[src/rtl/readout_pkg.sv]
// Shared types and sizing helpers for the pixel readout sequencer.
package readout_pkg;

    typedef enum logic [1:0] {
        IDLE   = 2'd0,
        SETTLE = 2'd1,
        STREAM = 2'd2,
        DONE   = 2'd3
    } state_t;

    function automatic int cnt_width(input int settle);
        return (settle > 1) ? $clog2(settle) : 1;
    endfunction

    function automatic int idx_width(input int n);
        return (n > 1) ? $clog2(n) : 1;
    endfunction

    localparam int DEF_ROWS  = 2;
    localparam int DEF_COLS  = 2;
    localparam int ROW_IDX_W = idx_width(DEF_ROWS);
    localparam int COL_IDX_W = idx_width(DEF_COLS);

endpackage

[src/rtl/Graycounter_decode.sv]
// Gray-to-binary decoder shared with the ADC gray counter.
module Graycounter_decode #(
    parameter int WIDTH = 8
) (
    input  logic [WIDTH-1:0] gray,
    output logic [WIDTH-1:0] bin
);

    // Each binary bit is the XOR of all gray bits at or above it.
    always_comb begin
        bin = {WIDTH{1'b0}};
        for (int i = 0; i < WIDTH; i++) begin
            bin[i] = ^(gray >> i);
        end
    end

endmodule

[src/rtl/readout_row_buffer.sv]
// One row of decoded pixels with a capture strobe and column read mux.
// With READOUT_OFFSET_EN the black-level offset is subtracted (saturating) at capture.
module readout_row_buffer
    import readout_pkg::*;
#(
    parameter int WIDTH = 8,
    parameter int COLS  = 2,
    localparam int CIW  = idx_width(COLS)
) (
    input  logic                  clk,
    input  logic                  reset,
    input  logic                  capture,
    input  logic [COLS*WIDTH-1:0] row_bin,
`ifdef READOUT_OFFSET_EN
    input  logic [WIDTH-1:0]      offset,
`endif
    input  logic [CIW-1:0]        rd_col,
    output logic [WIDTH-1:0]      rd_data
);

    logic [WIDTH-1:0] buf_r [COLS];

    function automatic logic [WIDTH-1:0] sat_sub(input logic [WIDTH-1:0] a,
                                                 input logic [WIDTH-1:0] b);
        return (a < b) ? {WIDTH{1'b0}} : (a - b);
    endfunction

    // Row storage: cleared by reset, loaded from the decoded column bus on capture.
    always_ff @(posedge clk) begin
        if (reset) begin
            for (int c = 0; c < COLS; c++) begin
                buf_r[c] <= {WIDTH{1'b0}};
            end
        end else if (capture) begin
            for (int c = 0; c < COLS; c++) begin
`ifdef READOUT_OFFSET_EN
                buf_r[c] <= sat_sub(row_bin[c*WIDTH +: WIDTH], offset);
`else
                buf_r[c] <= row_bin[c*WIDTH +: WIDTH];
`endif
            end
        end
    end

    // Column read mux over registered data only.
    always_comb begin
        rd_data = {WIDTH{1'b0}};
        for (int c = 0; c < COLS; c++) begin
            if (rd_col == CIW'(c)) begin
                rd_data = buf_r[c];
            end else begin
                rd_data = rd_data;
            end
        end
    end

endmodule

[src/rtl/pixel_readout.sv]
// Frame readout sequencer: selects rows, captures and gray-decodes columns, streams pixels.
// Optional black-level offset is enabled with the READOUT_OFFSET_EN macro.
module pixel_readout #(
    parameter int WIDTH  = 8,
    parameter int ROWS   = 2,
    parameter int COLS   = 2,
    parameter int SETTLE = 2
) (
    input  logic                  clk,
    input  logic                  reset,
    input  logic                  start,
    output logic [ROWS-1:0]       row_sel,
    input  logic [COLS*WIDTH-1:0] col_data,
    output logic [WIDTH-1:0]      pix_data,
    output logic                  pix_valid,
    input  logic                  pix_ready,
    output logic                  pix_last,
`ifdef READOUT_OFFSET_EN
    input  logic [WIDTH-1:0]      offset,
`endif
    output logic                  busy
);

    localparam int CW  = readout_pkg::cnt_width(SETTLE);
    localparam int RW  = readout_pkg::idx_width(ROWS);
    localparam int CIW = readout_pkg::idx_width(COLS);

    readout_pkg::state_t   state_r;
    logic [RW-1:0]         row_r;
    logic [CIW-1:0]        col_r;
    logic [CW-1:0]         cnt_r;
    logic                  capture_s;
    logic [COLS*WIDTH-1:0] bin_row_s;
    logic [WIDTH-1:0]      rd_data_s;
`ifdef READOUT_OFFSET_EN
    logic [WIDTH-1:0]      offset_r;
`endif

    for (genvar g = 0; g < COLS; g++) begin : g_dec
        Graycounter_decode #(.WIDTH(WIDTH)) u_dec (
            .gray (col_data[g*WIDTH +: WIDTH]),
            .bin  (bin_row_s[g*WIDTH +: WIDTH])
        );
    end

    assign capture_s = (state_r == readout_pkg::SETTLE) && (cnt_r == {CW{1'b0}});

    readout_row_buffer #(.WIDTH(WIDTH), .COLS(COLS)) u_buf (
        .clk     (clk),
        .reset   (reset),
        .capture (capture_s),
        .row_bin (bin_row_s),
`ifdef READOUT_OFFSET_EN
        .offset  (offset_r),
`endif
        .rd_col  (col_r),
        .rd_data (rd_data_s)
    );

    // Only a held pixel is presented; otherwise the bus reads zero.
    assign pix_data = pix_valid ? rd_data_s : {WIDTH{1'b0}};

    // Sequencer FSM with registered row select, handshake and busy outputs.
    always_ff @(posedge clk) begin
        if (reset) begin
            state_r   <= readout_pkg::IDLE;
            row_r     <= {RW{1'b0}};
            col_r     <= {CIW{1'b0}};
            cnt_r     <= {CW{1'b0}};
            row_sel   <= {ROWS{1'b0}};
            pix_valid <= 1'b0;
            pix_last  <= 1'b0;
            busy      <= 1'b0;
`ifdef READOUT_OFFSET_EN
            offset_r  <= {WIDTH{1'b0}};
`endif
        end else begin
            case (state_r)
                readout_pkg::IDLE: begin
                    if (start) begin
                        state_r  <= readout_pkg::SETTLE;
                        row_r    <= {RW{1'b0}};
                        col_r    <= {CIW{1'b0}};
                        cnt_r    <= CW'(SETTLE - 1);
                        row_sel  <= ROWS'(1'b1);
                        busy     <= 1'b1;
`ifdef READOUT_OFFSET_EN
                        offset_r <= offset;
`endif
                    end
                end
                readout_pkg::SETTLE: begin
                    if (cnt_r == {CW{1'b0}}) begin
                        state_r   <= readout_pkg::STREAM;
                        col_r     <= {CIW{1'b0}};
                        row_sel   <= {ROWS{1'b0}};
                        pix_valid <= 1'b1;
                        pix_last  <= (row_r == RW'(ROWS - 1)) && (COLS == 1);
                    end else begin
                        cnt_r <= cnt_r - CW'(1'b1);
                    end
                end
                readout_pkg::STREAM: begin
                    if (pix_ready) begin
                        if (col_r != CIW'(COLS - 1)) begin
                            col_r    <= col_r + CIW'(1'b1);
                            pix_last <= (row_r == RW'(ROWS - 1)) && (col_r == CIW'(COLS - 2));
                        end else if (row_r != RW'(ROWS - 1)) begin
                            state_r   <= readout_pkg::SETTLE;
                            row_r     <= row_r + RW'(1'b1);
                            cnt_r     <= CW'(SETTLE - 1);
                            row_sel   <= ROWS'(1'b1) << (row_r + RW'(1'b1));
                            pix_valid <= 1'b0;
                            pix_last  <= 1'b0;
                        end else begin
                            state_r   <= readout_pkg::DONE;
                            pix_valid <= 1'b0;
                            pix_last  <= 1'b0;
                        end
                    end
                end
                readout_pkg::DONE: begin
                    state_r <= readout_pkg::IDLE;
                    busy    <= 1'b0;
                end
                default: begin
                    state_r   <= readout_pkg::IDLE;
                    row_sel   <= {ROWS{1'b0}};
                    pix_valid <= 1'b0;
                    pix_last  <= 1'b0;
                    busy      <= 1'b0;
                end
            endcase
        end
    end

endmodule
[config.mk]
export PLATFORM = sky130hd
export DESIGN_NAME = pixel_readout
export DESIGN_NICKNAME = d
export VERILOG_FILES = /design/src/rtl/readout_pkg.sv /design/src/rtl/Graycounter_decode.sv /design/src/rtl/readout_row_buffer.sv /design/src/rtl/pixel_readout.sv
export SDC_FILE = /design/constraint.sdc
export NUM_CORES = 1
export LEC_CHECK = 0
export ABC_AREA = 1
export CORE_ASPECT_RATIO = 1.25
export CORE_MARGIN = 1
export CORE_UTILIZATION = 30
export DETAILED_ROUTE_END_ITERATION = 7
export PLACE_DENSITY_LB_ADDON = 0.2
export SKIP_CTS_REPAIR_TIMING = 1
export SYNTH_ARGS = -nofsm -noshare
export SYNTH_HDL_FRONTEND = slang
export SYNTH_SLANG_ARGS = --single-unit
export TNS_END_PERCENT = 10
[constraint.sdc]
create_clock -name clk -period 2.7 [get_ports clk]
set_clock_uncertainty 0.2 [all_clocks]
set_input_delay 0.405 -clock clk [delete_from_list [all_inputs] [get_ports clk]]
set_output_delay 0.405 -clock clk [all_outputs]
set_load 0.1 [all_outputs]
# Word level (Yosys, flattened, before mapping)
# Memories as Yosys holds them, arrays and structs flattened.
# Index checks and enable logic that the tools add are counted.
dict set report op_classes {
  addsub 3
  n_eq_ne 8
  shifts 1
  n_mux 43
  bitwise 4
  n_reduce_logical 31
}
# cell n
set op_table {}
lappend op_table {{$reduce_xor A8 Y1} 16}
lappend op_table {{$mux W8} 4}
lappend op_table {{$mux W1} 22}
lappend op_table {{$mux W2} 9}
lappend op_table {{$reduce_and A4 Y1} 4}
lappend op_table {{$ne A2 B2 Y1 const B} 5}
lappend op_table {{$pmux W1 S2} 4}
lappend op_table {{$pmux W2 S4} 1}
lappend op_table {{$pmux W1 S3} 2}
lappend op_table {{$pmux W2 S3} 1}
lappend op_table {{$reduce_and A6 Y1} 1}
lappend op_table {{$reduce_bool A2 Y1} 3}
lappend op_table {{$reduce_and A5 Y1} 1}
lappend op_table {{$eq A2 B2 Y1 const B} 2}
lappend op_table {{$reduce_and A3 Y1} 1}
lappend op_table {{$reduce_bool A3 Y1} 1}
lappend op_table {{$add A1 B1 Y1 const B} 2}
lappend op_table {{$eq A2 B1 Y1 const B} 1}
lappend op_table {{$logic_and A1 B1 Y1} 2}
lappend op_table {{$logic_not A2 Y1} 1}
lappend op_table {{$not A1 Y1} 2}
lappend op_table {{$or A1 B1 Y1} 2}
lappend op_table {{$reduce_and A2 Y1} 1}
lappend op_table {{$shl A1 B1 Y2 const A} 1}
lappend op_table {{$sub A1 B1 Y1 const B} 1}
dict set report totals {
  regBits 10
  ram_bits 16
  in_bits 20
  output_inout_bits 13
  word_cells 99
  mem_count 1
}
# name words word_bits read_ports rd_clocked_by_memory_dff write_ports line
set mem_list {}
lappend mem_list {u_buf.buf_r 2 8 2 0 2 readout_row_buffer.sv:21} ;# logic [WIDTH-1:0] buf_r [COLS];

# Logic depth before layout (Yosys ltp)
# Gate-level depths: netlist (run 1).
dict set report depth {
  word_depth 6
  ltp_mapped 9
  ltp_nobuf 9
}

# By module
# Synthesis (run 1) repeated with hierarchy kept, for this count alone.
dict set report unflattened {
  hier_cells 327
  hier_area_um2 2068.2
}
# mod n_inst cells_each area_per_inst_um2 seq_area_each_um2
set by_module_without_submodules {}
lappend by_module_without_submodules {readout_row_buffer 1 78 762.0 480.5}
lappend by_module_without_submodules {pixel_readout 1 107 675.6 200.2}
lappend by_module_without_submodules {Graycounter_decode 2 71 315.3 0.0}

# Worst setup path before layout (run 1)
# Ideal clock, no wire load.
dict set report synth_path {
  kind {register -> output}
  start {register pix_valid}
  end {output pix_data[0]}
  arrival_ns 2.526
  required_ns 2.095
  setup_slack_ns -0.431
  stages_incl_launch_ff 3
  n_path_buf 0
  cell_sequence {dfxtp_1 > o21ai_0 > nor2_1}
}
dict set report synth_via {
  elab_chain_cells 1
}
# item line
set synth_rtl {}
lappend synth_rtl {{start, declared} pixel_readout.sv:15} ;# output logic pix_valid,
lappend synth_rtl {{start signal, assigned} pixel_readout.sv:71} ;# pix_valid <= 1'b0;
lappend synth_rtl {{start signal, assigned} pixel_readout.sv:97} ;# pix_valid <= 1'b1;
lappend synth_rtl {{start signal, assigned} pixel_readout.sv:113} ;# pix_valid <= 1'b0;
lappend synth_rtl {{$mux W8} pixel_readout.sv:61} ;# assign pix_data = pix_valid ? rd_data_s : {WIDTH{1'b0}};
lappend synth_rtl {{end, declared} pixel_readout.sv:14} ;# output logic [WIDTH-1:0] pix_data,
# No other way between the ends.

# Worst setup path in the final report (run 1)
dict set report layout_path {
  start {register col_r}
  end {output pix_data[0]}
}
dict set report layout_via {
  elab_chain_cells 2
}
# item line
set layout_rtl {}
lappend layout_rtl {{start, declared} pixel_readout.sv:30} ;# logic [CIW-1:0] col_r;
lappend layout_rtl {{start signal, assigned} pixel_readout.sv:68} ;# col_r <= {CIW{1'b0}};
lappend layout_rtl {{start signal, assigned} pixel_readout.sv:83} ;# col_r <= {CIW{1'b0}};
lappend layout_rtl {{start signal, assigned} pixel_readout.sv:95} ;# col_r <= {CIW{1'b0}};
lappend layout_rtl {{$mux W8} readout_row_buffer.sv:49} ;# if (rd_col == CIW'(c)) begin
lappend layout_rtl {{$mux W8} pixel_readout.sv:61}
# No other way between the ends.

==> out/qor.txt, run 1 <==
Setup crit start: col_r$_SDFFE_PP0P_
clock slew at reported path FFs: 90 ps
outcome: finished, violations left
RSZ-0062 raised after global routing: false
syn avg cell area: 6.38 um^2
end point of the critical path: pix_data[0]
area grow syn2layout: 23.6%
Gate power share: 56.1%
post-synth top area share: 26.7%
Worst-Margin Slew: 441 ps
worst hold slack: 299 ps
CP Data Required Time: 2100 ps
overall power: 1.98 mW
die area: 6310 um^2
clock power share: 10.7%
Root Driver: clkbuf_8
most frequent cells after synthesis: nand2_1 (121), nor2_1 (47), inv_1 (29)
Mapped Area: 1800 um^2
number of global-route vias before repair: 1,536
Post-Syn Instances: 282
Nets: 343
ys flop type: edfxtp_1
Syn Nets: 307
count of final setup violators: 0
FF-to-FF Start: state_r[0]$_SDFFE_PP0P_
setup TNS: 0 ps
share of layout cells above drive strength 1: 11.1%
internal power consumption: 0.958 mW
Worst setup EP type: primary output
reg-to-reg setup timing slack: 900 ps
Total Routing Usage GR: 13.2%
maximum fanout along the worst path: 12
first-pass GRT wire length: 6560 um
Max Cap Viol: 0
core area: 5780 um^2
Hold/Removal Path Class: reg2reg
fill count: 626
H-tree depth: 1
initial core utilization: 31.1%
Ports: 33
largest cells by area after synthesis: edfxtp_1 (27%), nand2_1 (25%), dfxtp_1 (11%), nor2_1 (9.8%), inv_1 (6.1%)
worst-skew pair later-pin latency: 260 ps
Yosys warning count: 0
post-synthesis sequential area ratio: 37.8%
Post-synth EDFFs: 16
pin count of the biggest net entering global routing: 17
Final min period: 2020 ps
Pleak: 1.13 nW
Reg2Reg Capture Point: pix_last$_SDFFE_PP0P_
n_diodes: 0
Slew Limit Fails: 0
Final Wtd Congestion: 0.891
CP Class: reg2out
Routed Antenna Nets: 0
Netlist cell types: 21
WL per Instance: 10.6 um
Worst R2R Path Depth: 8
Die X: 71.3 um
DRC errors left: 3
VDD IR max: 0.283 mV
Async SR Flop Fraction: 0%
Worst setup SP type: flop
cell with the most instances after synthesis: nand2_1
Bufs on Longest Clock Path: 2
PD cells: 892 nW/um^2
crit path DAT: 1420 ps
Final HPWL DP: 3320 um
area leader, netlist: edfxtp_1
GRT Residual Overflow: 0
vias: 1,719
cts bufs inserted: 3
final WL: 4050 um
Sw Share: 51.7%
CTS tree: yes
Multi-input gate area: 1010 um^2
clock sink count: 26
drt via density: 4.50
Iteration-0 DRC Markers: 43
Pre-antenna DRT Iters: 7
flip-flop and latch count after synthesis: 26
Final Cycle Share: 74.9%
Fin. Hold Viols: 0
Reg area: 681 um^2
initial antenna violation count: 0
Seq pwr share: 33.2%
failing checks: design-rule violations
DIE HEIGHT: 88.6 um
PortBufs: 32
num rows: 31
fmax: 0.495 GHz
Slew Limit Headroom: 70.3%
switching pwr: 1.03 mW
-- worst max-delay path, cell delays in order, from the launching register on --
cell     delay (ps)
dfxtp_1         480
inv_2           180
nor2_1          200
nor2_4           50
buf_4           240
-- sequential cells by signal, indices dropped and copies added (netlist names) --
register	cells
busy	1
row_r	1
pix_last	1
u_buf.buf_r	16
pix_valid	1
state_r	2
col_r	1
row_sel	2
cnt_r	1
-- power by group through the flow --
stage	combinational [mW]	clock (mW)	sequential, mW
after floorplan	0.648	0	0.878
after global placement	1.12	0	0.668
after detailed placement	1.12	0	0.668
after CTS	1.12	0.221	0.659
after global routing	1.22	0.236	0.677
final	1.11	0.213	0.658
-- worst min path at each step --
stage                       startpoint                      end  slack (ps)  cells past startpoint
2_1_floorplan                    reset       col_r$_SDFFE_PP0P_         280                      1
3_3_place_gp   row_sel[1]$_SDFFE_PP0P_  row_sel[1]$_SDFFE_PP0P_         270                      2
3_5_place_dp   row_sel[1]$_SDFFE_PP0P_  row_sel[1]$_SDFFE_PP0P_         280                      2
4_1_cts        row_sel[1]$_SDFFE_PP0P_  row_sel[1]$_SDFFE_PP0P_         300                      2
5_1_grt        row_sel[0]$_SDFFE_PP0P_  row_sel[0]$_SDFFE_PP0P_         330                      2
6_report       row_sel[1]$_SDFFE_PP0P_  row_sel[1]$_SDFFE_PP0P_         300                      2
-- placed cells by master, fill, tap and decap left out, drive strengths merged --
cell type	netlist	final
dfxtp	10	10
nand4	1	1
a31oi	1	1
clkbuf	0	3
clkdlybuf4s50	0	19
nor2	49	49
nand2	124	124
nand3	10	10
buf	2	14
o21ai	19	19
nor3	2	2
ha	5	5
a211oi	1	1
a21oi	11	11
inv	31	31
edfxtp	16	16
-- metal layers --
metal  global-route usage, %  routed length (um)  vias to the layer above
met3                    1.59                 121                        4
li1                        -                   -                      955
met1                    14.3                1700                      732
met5                       0                   0                        -
met2                    26.6                2160                       28
met4                    4.18                  70                        0
-- metrics by stage --
stage	worst slack, ps	util, %	std cells	instance area [um^2]
6_report	679	38.5	382	2220
5_1_grt	560	38.5	382	2220
4_1_cts	665	38.5	382	2220
3_5_place_dp	602	37.8	379	2180
3_3_place_gp	621	37.8	379	2180
2_1_floorplan	-24.8	-	282	1820
-- kinds of logic after synthesis --
kind of cell	share of synthesized area, %
AO/OA/AOI/OAI	9.53
buffers and inverters	7.51
adder cells (fa/ha/maj)	3.48
AND/OR/NAND/NOR	41.7
flip-flops	37.8
-- area by class of cell --
type                    instances  area share (%)
multi-input cells             223            45.3
flip-flops and latches         26            30.6
repair buffers                 33            13.3
inverters                      31            5.23
well taps                      66            3.71
clock buffers                   3            1.86
Power figures use the tool's default switching activity.
==> inputs of run 2 (changes only) <==
clock period = 1.7 ns   (was 2.7 ns; I/O delays follow)
==> run 2 against run 1 <==
  * The run still ends with design-rule violations left
  * Clock-buffer cell count up 1
  * Clock power grew 71%
  * Largest power group unchanged
  * Utilization is 8.1 points higher
  * Via count is 7.3% higher
  * Combinational power up 100%
  * Final cell count rose by 7.6%
  * Critical path type unchanged
  * Global-route usage rose by 1.3 points
  * Worst setup slack lost 660 ps
==> out/qor.txt, run 2 (synthesis gave the netlist of run 1 again) <==
CP delay by family, top: flip-flops
Worst-Margin Slew: 280 ps
PortBufs: 32
Pleak: 1.31 nW
outcome: finished, violations left
failing checks: design-rule violations
CP cell instances: o21ai_1, buf_4, nor2_4, buf_12
count of final setup violators: 0
pin count of the biggest net entering global routing: 17
number of flip-flops in the largest register: 16
cts bufs inserted: 3
worst-skew pair later-pin latency: 270 ps
Slew Limit Fails: 0
Nets: 371
overall power: 3.70 mW
setup TNS: 0 ps
Final HPWL DP: 3420 um
CP Data Required Time: 1240 ps
GRT Residual Overflow: 0
PD cells: 1370 nW/um^2
DRC errors left: 2
leading registers by flop count: u_buf.buf_r: 16 flops, row_sel: 2 flops, state_r: 2 flops
DIE HEIGHT: 88.6 um
maximum fanout along the worst path: 9
WL per Instance: 10.0 um
final WL: 4130 um
commonest non-fill, non-tap cells in the layout: nand2_1 (120), nor2_1 (34), inv_1 (28), buf_4 (28), clkdlybuf4s50_1 (19)
Die X: 71.3 um
commonest non-fill, non-tap cell in the layout: nand2_1
first-pass GRT wire length: 7270 um
Biggest register: u_buf.buf_r
RSZ-0062 raised after global routing: true
CP max stage delay: 420 ps
Max Cap Viol: 0
Buf+Inv Stages, Crit Path: 2
Final Cycle Share: 98.9%
Fin. Hold Viols: 0
fmax: 0.595 GHz
number of global-route vias before repair: 1,746
Routed Antenna Nets: 0
VDD IR max: 0.590 mV
die area: 6310 um^2
Slew Limit Headroom: 81.2%
num rows: 31
CP max stage cell: dfxtp_4
H-tree depth: 1
Worst setup EP type: primary output
clock slew at reported path FFs: 90 ps
Iteration-0 DRC Markers: 71
Worst setup SP type: flop
Final Wtd Congestion: 0.766
Bufs on Longest Clock Path: 2
vias: 1,844
CTS tree: yes
Hold/Removal Path Class: reg2reg
area grow syn2layout: 49.7%
Pre-antenna DRT Iters: 6
crit path DAT: 1230 ps
share of layout cells above drive strength 1: 22.0%
clock sink count: 26
CP Class: reg2out
n_diodes: 0
Root Driver: clkbuf_8
initial antenna violation count: 0
Final min period: 1680 ps
fill count: 574
Total Routing Usage GR: 14.5%
Ports: 33
core area: 5780 um^2
drt via density: 4.49
initial core utilization: 31.1%
-- run 2: cell count changes in the layout (fill, tap and decap cells not counted), moves of 2 or more --
cell | before | now
nor2_2 | 7 | 5
dfxtp_4 | 0 | 2
dfxtp_1 | 10 | 7
buf_12 | 0 | 14
ha_1 | 5 | 3
buf_4 | 14 | 28
ha_2 | 0 | 2
o21ai_0 | 15 | 7
o21ai_1 | 2 | 9
nor2_1 | 39 | 34
nor2_4 | 3 | 10
-- run 2: worst paths after layout --
| path | slack [ps] | endpoint | from | cells after the start |
|---|---|---|---|---|
| worst max-delay path | 20 | pix_data[4] | col_r$_SDFFE_PP0P_ | 4 |
| worst min-delay path | 340 | row_sel[1]$_SDFFE_PP0P_ | row_sel[1]$_SDFFE_PP0P_ | 2 |
| worst max register to register | 80 | u_buf.buf_r[0][11]$_SDFFCE_PN0P_ | state_r[1]$_SDFFE_PP0P_ | 7 |
| worst min register to register | 340 | row_sel[1]$_SDFFE_PP0P_ | row_sel[1]$_SDFFE_PP0P_ | 2 |
-- run 2: power by group --
| part | total [mW] | internal (mW) | leakage (nW) | switching [mW] |
|---|---|---|---|---|
| logic | 2.25 | 0.850 | 1.03 | 1.40 |
| registers | 1.08 | 0.912 | 0.253 | 0.170 |
| clock network | 0.365 | 0.168 | 0.0228 | 0.197 |
| total | 3.70 | 1.93 | 1.31 | 1.77 |
-- run 2: worst reg2reg max path, cell delays in order, from the launching register on --
cell	delay (ps)
dfxtp_1	320
inv_1	70
ha_2	210
inv_1	110
nor3_4	190
buf_4	170
o21ai_0	80
nor2_1	120
-- run 2: layout make-up --
class | instances | area [um^2] | share of cell area [%]
Inverter | 31 | 121 | 4.51
Sequential cell | 26 | 689 | 25.6
Multi-Input combinational cell | 223 | 1070 | 39.9
Clock buffer | 4 | 45.0 | 1.67
Timing Repair Buffer | 61 | 681 | 25.3
Tap cell | 66 | 82.6 | 3.07
-- run 2: stage by stage --
step	instances	cell area (um^2)	hold WS [ps]	utilization [%]	worst slack [ps]
floorplan	282	1870	127	-	-45.2
global placement	407	2620	325	45.3	-126
detailed placement	407	2620	333	45.3	-149
CTS	411	2660	345	46.1	-137
global route	411	2690	387	46.6	-30.8
finish	411	2690	340	46.6	19.5
-- run 2: routing by layer --
| layer | up-vias | track usage [%] | part of all wire [%] |
|---|---|---|---|
| met1 | 794 | 15.4 | 42 |
| met4 | 0 | 4.55 | 0.97 |
| li1 | 1014 | - | - |
| met2 | 31 | 29.4 | 55 |
| met5 | - | 0 | 0 |
| met3 | 5 | 1.59 | 2.7 |
